===== config.mk =====
export PLATFORM = sky130hd
export DESIGN_NAME = demux32_8
export DESIGN_NICKNAME = d
export VERILOG_FILES = /design/src/rtl/demux32_8_pkg.sv /design/src/rtl/demux32_8.sv
export SDC_FILE = /design/constraint.sdc
export NUM_CORES = 1
export LEC_CHECK = 0
export ABC_AREA = 1
export ABC_CLOCK_PERIOD_IN_PS = 1150
export BUFFER_PORTS_ARGS = -buffer_cell sky130_fd_sc_hd__buf_2
export CAP_MARGIN = 10
export CORE_ASPECT_RATIO = 0.7
export CORE_MARGIN = 2
export CORE_UTILIZATION = 30
export DETAILED_ROUTE_END_ITERATION = 8
export PLACE_DENSITY_LB_ADDON = 0.15
export SYNTH_ARGS = -nofsm -noshare
export SYNTH_HDL_FRONTEND = slang
export SYNTH_SLANG_ARGS = --single-unit

===== constraint.sdc =====
create_clock -name clk_4f -period 1.15 [get_ports clk_4f]
set_input_delay 0.115 -clock clk_4f [delete_from_list [all_inputs] [get_ports clk_4f]]
set_output_delay 0.115 -clock clk_4f [all_outputs]
set_load 0.02 [all_outputs]

===== src/rtl/demux32_8_pkg.sv =====
// Shared definitions for the 32-to-8 word serializer (demux32_8).
// Holds the FSM state encoding, byte-counter width and the bytes-per-word constant.
package demux32_8_pkg;

  localparam int BYTES_PER_WORD = 4;
  localparam int CNT_W          = 2;

  typedef logic [CNT_W-1:0] cnt_t;

  // IDLE: counter at zero, nothing pending on the output.
  // SEND: a word is being emitted (cnt 1..3, or cnt 0 with the last byte on the output).
  typedef enum logic {
    IDLE = 1'b0,
    SEND = 1'b1
  } state_e;

endpackage : demux32_8_pkg


===== src/rtl/demux32_8.sv =====
// demux32_8: serializes a 4*DATA_W-bit word into DATA_W-bit bytes, MSB byte first,
// one byte per clk_4f edge, with no bubble between back-to-back words.
// Optional feature: define DEMUX32_8_PARITY_EN to register an even-parity bit
// alongside data_out; without it parity_out is tied low and no parity logic exists.
//
// state | meaning
// IDLE  | cnt == 0, valid_out low, data_out holding the last emitted byte
// SEND  | word in flight (cnt 1..3) or last byte of a word on data_out (cnt 0)
module demux32_8
  import demux32_8_pkg::*;
#(
  parameter int DATA_W = 8
) (
  input  logic                  clk_4f,
  input  logic                  reset_L,
  input  logic [4*DATA_W-1:0]   data_in,
  input  logic                  valid_in,
  output logic                  ready_out,
  output logic [DATA_W-1:0]     data_out,
  output logic                  valid_out,
  output logic                  parity_out
);

  localparam int WORD_W = BYTES_PER_WORD * DATA_W;

  state_e              state_q, state_d;
  cnt_t                cnt_q,   cnt_d;
  logic [WORD_W-1:0]   shreg_q, shreg_d;
  logic [DATA_W-1:0]   data_q,  data_d;
  logic                valid_q, valid_d;
  logic                accept;

  // A new word may only be taken once the previous word's last byte is issued.
  assign ready_out = (cnt_q == '0);
  assign accept    = valid_in & ready_out;

  // Next-state: load on acceptance, otherwise shift out the remaining bytes.
  always_comb begin
    state_d = state_q;
    cnt_d   = cnt_q;
    shreg_d = shreg_q;
    data_d  = data_q;
    valid_d = 1'b0;
    if (accept) begin
      state_d = SEND;
      cnt_d   = cnt_t'(1);
      data_d  = data_in[WORD_W-1 -: DATA_W];
      // Byte 0 goes straight out; keep the rest top-aligned for shifting.
      shreg_d = {data_in[WORD_W-DATA_W-1:0], {DATA_W{1'b0}}};
      valid_d = 1'b1;
    end else if (cnt_q != '0) begin
      cnt_d   = cnt_q + cnt_t'(1);
      data_d  = shreg_q[WORD_W-1 -: DATA_W];
      shreg_d = {shreg_q[WORD_W-DATA_W-1:0], {DATA_W{1'b0}}};
      valid_d = 1'b1;
    end else begin
      state_d = IDLE;
    end
  end

  // State, counter, shift register and registered outputs.
  always_ff @(posedge clk_4f or negedge reset_L) begin
    if (!reset_L) begin
      state_q <= IDLE;
      cnt_q   <= '0;
      shreg_q <= '0;
      data_q  <= '0;
      valid_q <= 1'b0;
    end else begin
      state_q <= state_d;
      cnt_q   <= cnt_d;
      shreg_q <= shreg_d;
      data_q  <= data_d;
      valid_q <= valid_d;
    end
  end

  assign data_out  = data_q;
  assign valid_out = valid_q;

`ifdef DEMUX32_8_PARITY_EN
  logic parity_q;

  // Parity follows data_d, so it holds whenever data_out holds.
  always_ff @(posedge clk_4f or negedge reset_L) begin
    if (!reset_L) begin
      parity_q <= 1'b0;
    end else begin
      parity_q <= ^data_d;
    end
  end

  assign parity_out = parity_q;
`else
  assign parity_out = 1'b0;
`endif

endmodule : demux32_8


==> results of run 1 <==
[routing by layer]
layer  part of all wire (%)  global-route usage [%]  up-vias
met5                      0                       0        -
met4                    1.5                    5.43        0
met3                    5.5                    3.73        7
met2                     44                    21.4       35
met1                     49                    18.8      675
li1                       -                       -      720
[placed cells by master (no fill, tap or decap), drive strengths merged]
| cell type | n |
|---|---|
| conb | 1 |
| dfrtp | 35 |
| buf | 59 |
| nand3 | 73 |
| inv | 5 |
| nand2 | 55 |
| dlygate4sd3 | 1 |
| clkbuf | 6 |
| nor2 | 1 |
| ha | 1 |
[critical path, delay by kind of cell (launching register included)]
kind,cells,cell delay (ns)
DFF,1,0.37
buffers and inverters,3,0.30
adders and majority gates,1,0.17
[cells by family after synthesis]
kind of cell | Yosys count | synth area share, %
buffers and inverters | 19 | 9.57
other | 1 | 0.222
adder cells (fa/ha/maj) | 1 | 0.742
AND/OR/NAND/NOR | 129 | 37.5
flip-flops | 35 | 51.9
[flip-flops by register name, indices dropped and copies added, names as in the netlist]
| signal | count |
|---|---|
| cnt_q | 2 |
| data_out | 8 |
| shreg_q | 24 |
| valid_out | 1 |
[power by group through the flow]
stage / sequential [mW] / clock, mW / combinational [mW]
2_1_floorplan: 2.09 / 0 / 1.31
3_3_place_gp: 1.94 / 0 / 2.11
3_5_place_dp: 1.95 / 0 / 2.11
4_1_cts: 1.93 / 0.845 / 2.32
5_1_grt: 2.00 / 0.902 / 2.70
6_report: 1.94 / 0.812 / 2.43
[how the worst min path moves through the flow]
| stage | from | end | slack (ns) | cells after the start |
|---|---|---|---|---|
| final | data_in[7] | shreg_q[15]$_DFFE_PN0P_ | 0.03 | 3 |
| after global routing | data_in[0] | shreg_q[8]$_DFFE_PN0P_ | 0.03 | 3 |
| after CTS | data_in[7] | shreg_q[15]$_DFFE_PN0P_ | 0.02 | 3 |
| after detailed placement | reset_L | shreg_q[24]$_DFFE_PN0P_ | 0.05 | 1 |
| after global placement | reset_L | shreg_q[23]$_DFFE_PN0P_ | 0.04 | 1 |
| after floorplan | reset_L | cnt_q[0]$_DFFE_PN0P_ | -0.18 | 0 |
[per-stage QoR]
stage | setup TNS [ns] | std cells | util, %
2_1_floorplan | 0 | 185 | -
3_3_place_gp | -0.00315 | 298 | 37.3
3_5_place_dp | -1.01 | 298 | 37.3
4_1_cts | -1.75 | 308 | 40.0
5_1_grt | -4.11 | 309 | 40.9
6_report | -1.14 | 309 | 40.9
[timing repair]
action                                  4_1_cts  5_1_grt
pin swaps                                     1        3
resized for setup                            11       12
endpoints found under the setup margin       33       35
hold buffers                                  1        0
setup buffers                                 3        1
hold endpoints to repair                     13        0
[final cells by class]
class                   count  share of cell area [%]
multi-input cells         131                    32.3
repair buffers             60                    18.6
inverters                   5                    1.55
clock buffers               6                    3.32
well taps                  72                    4.12
flip-flops and latches     35                    40.1
==> results.md, run 1 <==
- First-pass DRT Iterations: 4
- Cell row count: 22
- Routability cong.: roughly 0.7
- Crit path from: cnt_q[0]$_DFFE_PN0P_
- Antenna Cells: 0
- Max cap viols: 0
- Number of global-route vias before repair: roughly 1.4k
- Clock power share: 15.7%
- CP max stage cell: dfrtp_1
- CP max stage delay: 0.37 ns
- P_sw: slightly above 2 mW
- Root Buffer: clkbuf_8
- #FFs+latches synth: 35
- CP Capture Point: ready_out
- CP Capture Type: output port
- Final Hold Fails: 0
- Pin count of the biggest net entering global routing: 27
- Critical path peak fanout: 4
- Area growth, synth to finish: 29.6%
- Synth Cell Area: 1690 um2
- Antenna violations before repair: 0
- Number of buffers created by CTS: 5
- Vias per cell: approximately 4.7
- Min-delay worst type: in -> reg
- Synth Warn #: 0
- Worst slack, placed: -0.0461 ns
- Maximum VDD drop: 0.581 mV
- Int Power: 3.15 mW
- WP data arrival: ~1.1 ns
- Tcrit/Tclk final: 107%
- Syn_nets: roughly 220
- Die Wd: 93.6 um
- Post-synth top cells: nand3_1 (63), nand2_1 (55), dfrtp_1 (35)
- Reg2Reg Depth: 6
- Core area: 5340 um2
- Gr usage total: 13.9%
- WS Path Type: reg -> out
- Clk buf depth: 2
- Clock skew: 0.00668 ns
- Filler cells: between 500 and 600
- Reg-to-reg setup timing slack: -0.06 ns
- Setup WS post-layout: -0.0860 ns
- Pwr Total: around 5.2 mW
- Peak Freq: a little over 0.8 GHz
- Most common cell on crit path: buf_6
- Reg-to-Reg Start: cnt_q[0]$_DFFE_PN0P_
- Post-DP HPWL: about 2800 um
- Starting Density: 31.6%
- Critical Path RT: 1.03 ns
- Die area: ~6200 um2
- Combinational share of power: a little under half
- Gr ovfl total: 0
- Hold WS: just under 0.03 ns
- Reg area: between 800 and 900 um2
- CTS tree: yes
- Tmin final: 1.24 ns
- Die Height: 66.7 um
- Initial DRC count: 41
- DRC: 0
- Setup crit start kind: register
- Worst-skew pair later-pin latency: 0.28 ns
- Ratio of cells with drive above 1 in the final layout: 39.7%
- First-pass GRT wire length: 6640 um
- Sw Ratio: 39.1%
- CTS clk-pin slew, worst paths: 0.07 ns
- Sink Count: 35
- Post-synth EDFFs: 0
- Async S/R FF share, synth: 100%
- Register area share after synthesis: 51.9%
- Ports: 46
- Routed WL: 4020 um
- Fin. max-slew vios: 0
- Top-count cell post-synth: nand3_1
- R2r endpoint: shreg_q[26]$_DFFE_PN0P_
- Top FF cell, synth: dfrtp_1
- RSZ-0062 raised after global routing: true
- Power density over the cells: around 2400 nW/um2
- Crit-path cells: inv_2 > ha_4 > buf_6 > buf_6
- Syn_area_per_cell: 9.12 um2
- Dpl cell area: 1990 um2
- Reg power frac: 37.5%
- Leakage: 1.12 nW
- Dominant cells by area after synthesis: dfrtp_1 (52%), nand3_1 (19%), nand2_1 (12%)
- Layout net count: between 200 and 300
- Status: finished, violations left
- # setup viols final: 33
- Area of the multi-input gates: 707 um2
- Distinct cells, synth: 14
- Antenna viol nets, final: 0
- Routed len/inst: 13.0 um
- Port Buf Inserts: 44
- Final non-filler cell area: between 2000 and 2500 um2
- H-tree lvl count: 2
- Post-Syn Instances: 185
- DR vias: around 1.4k
- Failing checks: negative setup slack
- Synth top area share: approximately 52%
- Post-synth top area cell: dfrtp_1
No activity file was read; power rests on OpenSTA's default activity.
==> run 2, diff against run 1 <==
Settings changed: CTS_CLUSTER_SIZE from default to 10, HOLD_SLACK_MARGIN from default to 0.03, PLACE_DENSITY from default to 0.48, PLACE_DENSITY_LB_ADDON 0.15 to default.
==> run 2 against run 1 <==
The run still ends with negative setup slack left. Wire length grew 2.9%. Fmax grew 0.57%. Non-clock buffer count grew 4. Highest routed layer unchanged. Final cell count grew 2.3%.
==> results.md, run 2 (synthesized netlist as in run 1, its figures left out) <==
- Gr ovfl total: 0 (unchanged)
- Maximum VDD drop: 0.700 mV (was 0.581 mV)
- Leakage: 1.23 nW (was 1.12 nW)
- Gr usage total: 14.4% (was 13.9%)
- Min-delay worst type: in -> reg (unchanged)
- Number of buffers created by CTS: 5 (unchanged)
- Post-DP HPWL: 2760 um (was 2770 um)
- Commonest non-fill, non-tap cell in the layout: nand3_1 (unchanged)
- Max cap viols: 0 (unchanged)
- Initial DRC count: 82 (was 41)
- Max reg flops: 24 (unchanged)
- CP Capture Type: output port (unchanged)
- First-pass GRT wire length: 7000 um (was 6640 um)
- Peak Freq: 0.814 GHz (was 0.809 GHz)
- Number of global-route vias before repair: 1499 (was 1443)
- # setup viols final: 33 (unchanged)
- RSZ-0062 raised after global routing: true (unchanged)
- Area growth, synth to finish: 42.6% (was 29.6%)
- Routability cong.: 0.710 (was 0.696)
- First-pass DRT Iterations: 4 (unchanged)
- Setup WS post-layout: -0.0790 ns (was -0.0860 ns)
- CTS clk-pin slew, worst paths: 0.07 ns (about the same)
- Worst slack, placed: -0.0272 ns (was -0.0461 ns)
- Setup tns final: -1.37 ns (was -1.14 ns)
- Worst-skew pair later-pin latency: 0.28 ns (about the same)
- Cell row count: 22 (unchanged)
- Port Buf Inserts: 44 (unchanged)
- DRC: 0 (unchanged)
- Ports: 46 (unchanged)
- Final Hold Fails: 0 (unchanged)
- Ratio of cells with drive above 1 in the final layout: 47.5% (was 39.7%)
- Setup crit start kind: register (unchanged)
- Failing checks: negative setup slack (unchanged)
- Die Height: 66.7 um (unchanged)
- H-tree lvl count: 2 (unchanged)
- Routed WL: 4130 um (was 4020 um)
- Status: finished, violations left (unchanged)
- Antenna Cells: 0 (unchanged)
- Tcrit/Tclk final: 107% (about the same)
- Starting Density: 31.6% (unchanged)
- Antenna viol nets, final: 0 (unchanged)
- Antenna violations before repair: 0 (unchanged)
- Critical Path RT: 1.03 ns (about the same)
- Pin count of the biggest net entering global routing: 27 (unchanged)
- Clk buf depth: 2 (unchanged)
- Vias per cell: 4.65 (about the same)
- Filler cells: 567 (was 551)
- WS Path Type: reg -> out (unchanged)
- Fin. max-slew vios: 0 (unchanged)
- Routed len/inst: 13.1 um (was 13.0 um)
- Die Wd: 93.6 um (unchanged)
- WP data arrival: 1.11 ns (was 1.12 ns)
- Critical path peak fanout: 2 (was 4)
- Most frequent cells in the layout: nand3_1 (48), buf_2 (43), nand2_1 (38) (was nand3_1 (58), nand2_1 (47), buf_2 (43))
- Core area: 5340 um2 (unchanged)
- Power density over the cells: 2400 nW/um2 (was 2370 nW/um2)
- CTS tree: yes (unchanged)
- Largest Register: shreg_q (unchanged)
- Clock skew: 0.00554 ns (was 0.00668 ns)
- Layout net count: 279 (was 274)
- DR vias: 1469 (was 1437)
- Sink Count: 35 (unchanged)
- Die area: 6250 um2 (unchanged)
- Tmin final: 1.23 ns (was 1.24 ns)
- Root Buffer: clkbuf_8 (unchanged)
[run 2: cell types whose count changed in the layout (fill, tap and decap cells not counted), moves of 2 or more]
cell / change
nand2_2: +3
nand3_1: -10
clkbuf_8: +2
nand3_2: +10
dlygate4sd3_1: +4
buf_12: +2
buf_4: -3
nand2_4: +6
nand2_1: -9
[run 2: through the flow]
stage	instance area (um2)	power, mW	instances	utilization [%]	hold WS (ns)
floorplan	1700	3.40	185	-	-0.181
finish	2400	5.76	316	45.0	0.0333
CTS	2320	5.65	316	43.5	0.0305
detailed placement	1970	3.99	295	36.9	0.0601
global placement	1970	3.96	295	36.9	0.0610
global route	2400	6.19	316	45.0	0.0424
[run 2: final cells by class]
type,count,area [um2],share of cell area (%)
Sequential cell,35,876,36.4
Multi-Input combinational cell,131,810,33.7
Timing Repair Buffer,64,479,19.9
Clock buffer,8,100,4.16
Tap cell,72,90.1,3.75
Inverter,5,38.8,1.61
Timing Repair inverter,1,11.3,0.468
[run 2: per-layer routing]
layer	vias up	part of all wire (%)	wire length, um	GRT usage [%]
li1	733	-	-	-
met1	698	52	2130	20.0
met2	36	43	1770	22.6
met3	2	5.3	219	3.73
met4	0	0.19	8	3.80
met5	-	0	0	0
[run 2: worst max-delay path: stages (launching register included)]
cell	delay (ns)
dfrtp_1	0.39
inv_2	0.08
ha_4	0.16
buf_8	0.10
buf_6	0.10
[run 2: report_power, final]
group | switching (mW) | leakage (nW) | internal, mW
clock | 0.433 | 0.0515 | 0.547
sequential | 0.288 | 0.460 | 1.67
combinational | 1.53 | 0.719 | 1.30
total | 2.25 | 1.23 | 3.51
[run 2: path summary, 6_finish.rpt]
| path | start | slack [ns] | end | depth (start not counted) |
|---|---|---|---|---|
| worst max-delay path | cnt_q[0]$_DFFE_PN0P_ | -0.08 | ready_out | 4 |
| max in group asynchronous | reset_L | 0.42 | shreg_q[30]$_DFFE_PN0P_ | 3 |
| worst max register to register | cnt_q[0]$_DFFE_PN0P_ | -0.07 | shreg_q[16]$_DFFE_PN0P_ | 6 |
| worst min-delay path | data_in[7] | 0.03 | shreg_q[15]$_DFFE_PN0P_ | 3 |
| worst min register to register | shreg_q[10]$_DFFE_PN0P_ | 0.48 | shreg_q[10]$_DFFE_PN0P_ | 2 |
| min in group asynchronous | reset_L | 0.29 | shreg_q[15]$_DFFE_PN0P_ | 2 |
[run 2: repair_timing]
action	in CTS	in global routing
buffers inserted	8	0
hold buffers	5	0
endpoints found under the hold margin	18	0
setup endpoints to repair	22	36
pin swaps	8	4
resized for setup	36	19
gates cloned	1	0
==> run 3, diff against run 2 <==
Settings changed: ABC_AREA 1 to default, BUFFER_PORTS_ARGS -buffer_cell sky130_fd_sc_hd__buf_2 to default, CAP_MARGIN 10 to 20, DONT_BUFFER_PORTS from default to 1, PLACE_DENSITY 0.48 to 0.41.
==> run 3 against run 2 <==
Combinational power shrank 29%. Sequential cell count unchanged. Critical path type is now reg -> reg. Largest cell class unchanged. The flow still finishes with violations (negative setup slack). Worst setup slack got worse by 0.0040 ns. Clock power grew 1%.
==> results.md, run 3 <==
- Status: finished, violations left (unchanged)
- Failing checks: negative setup slack (unchanged)
- Die Wd: 92.5 um (was 93.6 um)
- Global route hottest layer: met2 (unchanged)
- Setup crit start kind: register (unchanged)
- Core area: 5260 um2 (was 5340 um2)
- Die area: 6100 um2 (was 6250 um2)
- Post-synth top area cell: dfrtp_1 (unchanged)
- CP max stage delay: 0.40 ns (was 0.39 ns)
- Number of buffers created by CTS: 5 (unchanged)
- Post-synth EDFFs: 0 (unchanged)
- Top-count cell post-synth: dfrtp_1 (was nand3_1)
- Post-Syn Instances: 141 (was 185)
- H-tree lvl count: 2 (unchanged)
- Max reg flops: 24 (unchanged)
- First-pass GRT wire length: 5580 um (was 7000 um)
- First-pass DRT Iterations: 2 (was 4)
- CTS clk-pin slew, worst paths: 0.08 ns (was 0.07 ns)
- Area growth, synth to finish: 22.6% (was 42.6%)
- Min-delay worst type: in -> reg (unchanged)
- Initial DRC count: 57 (was 82)
- Leakage: 0.924 nW (was 1.23 nW)
- Antenna violations before repair: 0 (unchanged)
- WS Path Type: reg -> reg (was reg -> out)
- Port Buf Inserts: 0 (was 44)
- Routed len/inst: 14.6 um (was 13.1 um)
- Synth Warn #: 0 (unchanged)
- Ratio of cells with drive above 1 in the final layout: 27.6% (was 47.5%)
- Syn_nets: 177 (was 221)
- Routability cong.: 0.676 (was 0.710)
- Syn_area_per_cell: 11.7 um2 (was 9.12 um2)
- M1 GR Usage: 15.9% (was 20.0%)
- Ports: 46 (unchanged)
- Top FF cell, synth: dfrtp_1 (unchanged)
- Worst-skew pair later-pin latency: 0.29 ns (was 0.28 ns)
- Commonest non-fill, non-tap cell in the layout: dfrtp_1 (was nand3_1)
- Cell row count: 22 (unchanged)
- Synth Cell Area: 1640 um2 (was 1690 um2)
- DR vias: 1028 (was 1469)
- Peak Freq: 0.811 GHz (was 0.814 GHz)
- Layout net count: 191 (was 279)
- Antenna viol nets, final: 0 (unchanged)
- Register area share after synthesis: 53.3% (was 51.9%)
- Async S/R FF share, synth: 100% (unchanged)
- RSZ-0062 raised after global routing: true (unchanged)
- Fin. max-slew vios: 0 (unchanged)
- Final Core Density: 38.3% (was 45.0%)
- Maximum VDD drop: 0.663 mV (was 0.700 mV)
- Setup tns final: -0.224 ns (was -1.37 ns)
- Antenna Cells: 0 (unchanged)
- Post-synth top cells: dfrtp_1 (35), mux2i_1 (32), nor2_1 (24) (was nand3_1 (63), nand2_1 (55), dfrtp_1 (35))
- Inst Count DP: 207 (was 295)
- Vias per cell: 4.51 (was 4.65)
- Gr usage total: 12.1% (was 14.4%)
- Largest Register: shreg_q (unchanged)
- Die Height: 65.9 um (was 66.7 um)
- Synth top area share: 53.3% (was 51.9%)
- GR Layer Usage met2: 18.1% (was 22.6%)
- Setup WS post-layout: -0.0830 ns (was -0.0790 ns)
- Root Buffer: clkbuf_8 (unchanged)
- Critical path peak fanout: 6 (was 2)
- Final Hold Fails: 0 (unchanged)
- Layout Cells excl Fill: 228 (was 316)
- Critical Path RT: 1.33 ns (was 1.03 ns)
- # setup viols final: 5 (was 33)
- Clk buf depth: 2 (unchanged)
- Max cap viols: 0 (unchanged)
- Gr ovfl total: 0 (unchanged)
- Power density over the cells: 2590 nW/um2 (was 2400 nW/um2)
- Tmin final: 1.23 ns (about the same)
- #FFs+latches synth: 35 (unchanged)
- Number of global-route vias before repair: 1128 (was 1499)
- Pin count of the biggest net entering global routing: 36 (was 27)
- CP Capture Type: register (was output port)
- GRT met3 Usage: 4.22% (was 3.73%)
- Crit-path cells: inv_2 > ha_4 > buf_6 > nand2b_4 > mux2_4 (was inv_2 > ha_4 > buf_8 > buf_6)
- Clock skew: 0.00840 ns (was 0.00554 ns)
- WP data arrival: 1.41 ns (was 1.11 ns)
- CP delay by family, top: flip-flops (unchanged)
- Dominant cells by area after synthesis: dfrtp_1 (53%), mux2i_1 (19%), a21oi_1 (5.5%) (was dfrtp_1 (52%), nand3_1 (19%), nand2_1 (12%))
- CP Buf/Inv Count: 2 (was 3)
- CTS tree: yes (unchanged)
- DRC: 0 (unchanged)
- Routed WL: 3320 um (was 4130 um)
- Post-DP HPWL: 2110 um (was 2760 um)
- Tcrit/Tclk final: 107% (about the same)
- Starting Density: 31.3% (was 31.6%)
- CP max stage cell: dfrtp_1 (unchanged)
- Sink Count: 35 (unchanged)
- Distinct cells, synth: 16 (was 14)
- Most frequent cells in the layout: dfrtp_1 (35), mux2i_1 (32), a21oi_1 (18) (was nand3_1 (48), buf_2 (43), nand2_1 (38))
run 3: power by group:
part	leakage, nW	switching (mW)	internal [mW]	total [mW]
Combinational	0.434	0.959	1.06	2.02
Clock	0.0505	0.446	0.545	0.991
Sequential	0.440	0.484	1.73	2.22
Total	0.924	1.89	3.34	5.23
run 3: logic make-up (layout without fill, tap and decap cells):
family	after synthesis	in the layout	share of synthesized area (%)
compound gates	24	24	8.68
fa+ha+maj	1	1	0.761
buf+inv	13	28	6.62
flops	35	35	53.3
mux	34	34	21.1
other cells	1	1	0.228
simple gates	33	33	9.36
run 3: through the flow:
step | hold slack [ns] | worst slack [ns] | instance area [um2] | total power [mW]
floorplan | -0.181 | 0.000975 | 1660 | 3.51
detailed placement | -0.180 | -0.000411 | 1700 | 3.81
global route | 0.0473 | -0.129 | 2020 | 5.67
global placement | -0.179 | 0.0347 | 1700 | 3.74
CTS | 0.0313 | -0.0830 | 1950 | 5.06
finish | 0.0391 | -0.0830 | 2020 | 5.23
run 3: layout make-up:
class / instances / area (um2)
well taps: 72 / 90.1
clock inverters: 1 / 7.51
multi-input cells: 93 / 709
fillers: 537 / 3240
repair buffers: 18 / 229
flip-flops and latches: 35 / 876
clock buffers: 7 / 96.3
inverters: 2 / 7.51
run 3: final timing paths:
check,start,end,slack (ns),depth (start not counted)
worst max-delay path,cnt_q[1]$_DFFE_PN0P_,cnt_q[1]$_DFFE_PN0P_,-0.08,5
worst min register to register,shreg_q[31]$_DFFE_PN0P_,data_out[7]$_DFFE_PN0P_,0.51,2
max in group asynchronous,reset_L,shreg_q[8]$_DFFE_PN0P_,0.68,2
worst min-delay path,data_in[1],shreg_q[9]$_DFFE_PN0P_,0.04,2
worst max register to register,cnt_q[1]$_DFFE_PN0P_,cnt_q[1]$_DFFE_PN0P_,-0.08,5
min in group asynchronous,reset_L,data_out[5]$_DFFE_PN0P_,0.28,2
run 3: per-layer routing:
layer	up-vias	share of wire [%]
met1	487	49
met3	8	5.6
li1	505	-
met4	0	1.5
met5	-	0
met2	28	44
run 3: what timing repair did:
item,4_1_cts,5_1_grt
hold buffers,9,0
cloned,0,1
buffers inserted,3,0
hold endpoints to repair,41,0
endpoints found under the setup margin,9,30
resized for setup,9,15
pin swaps,1,0
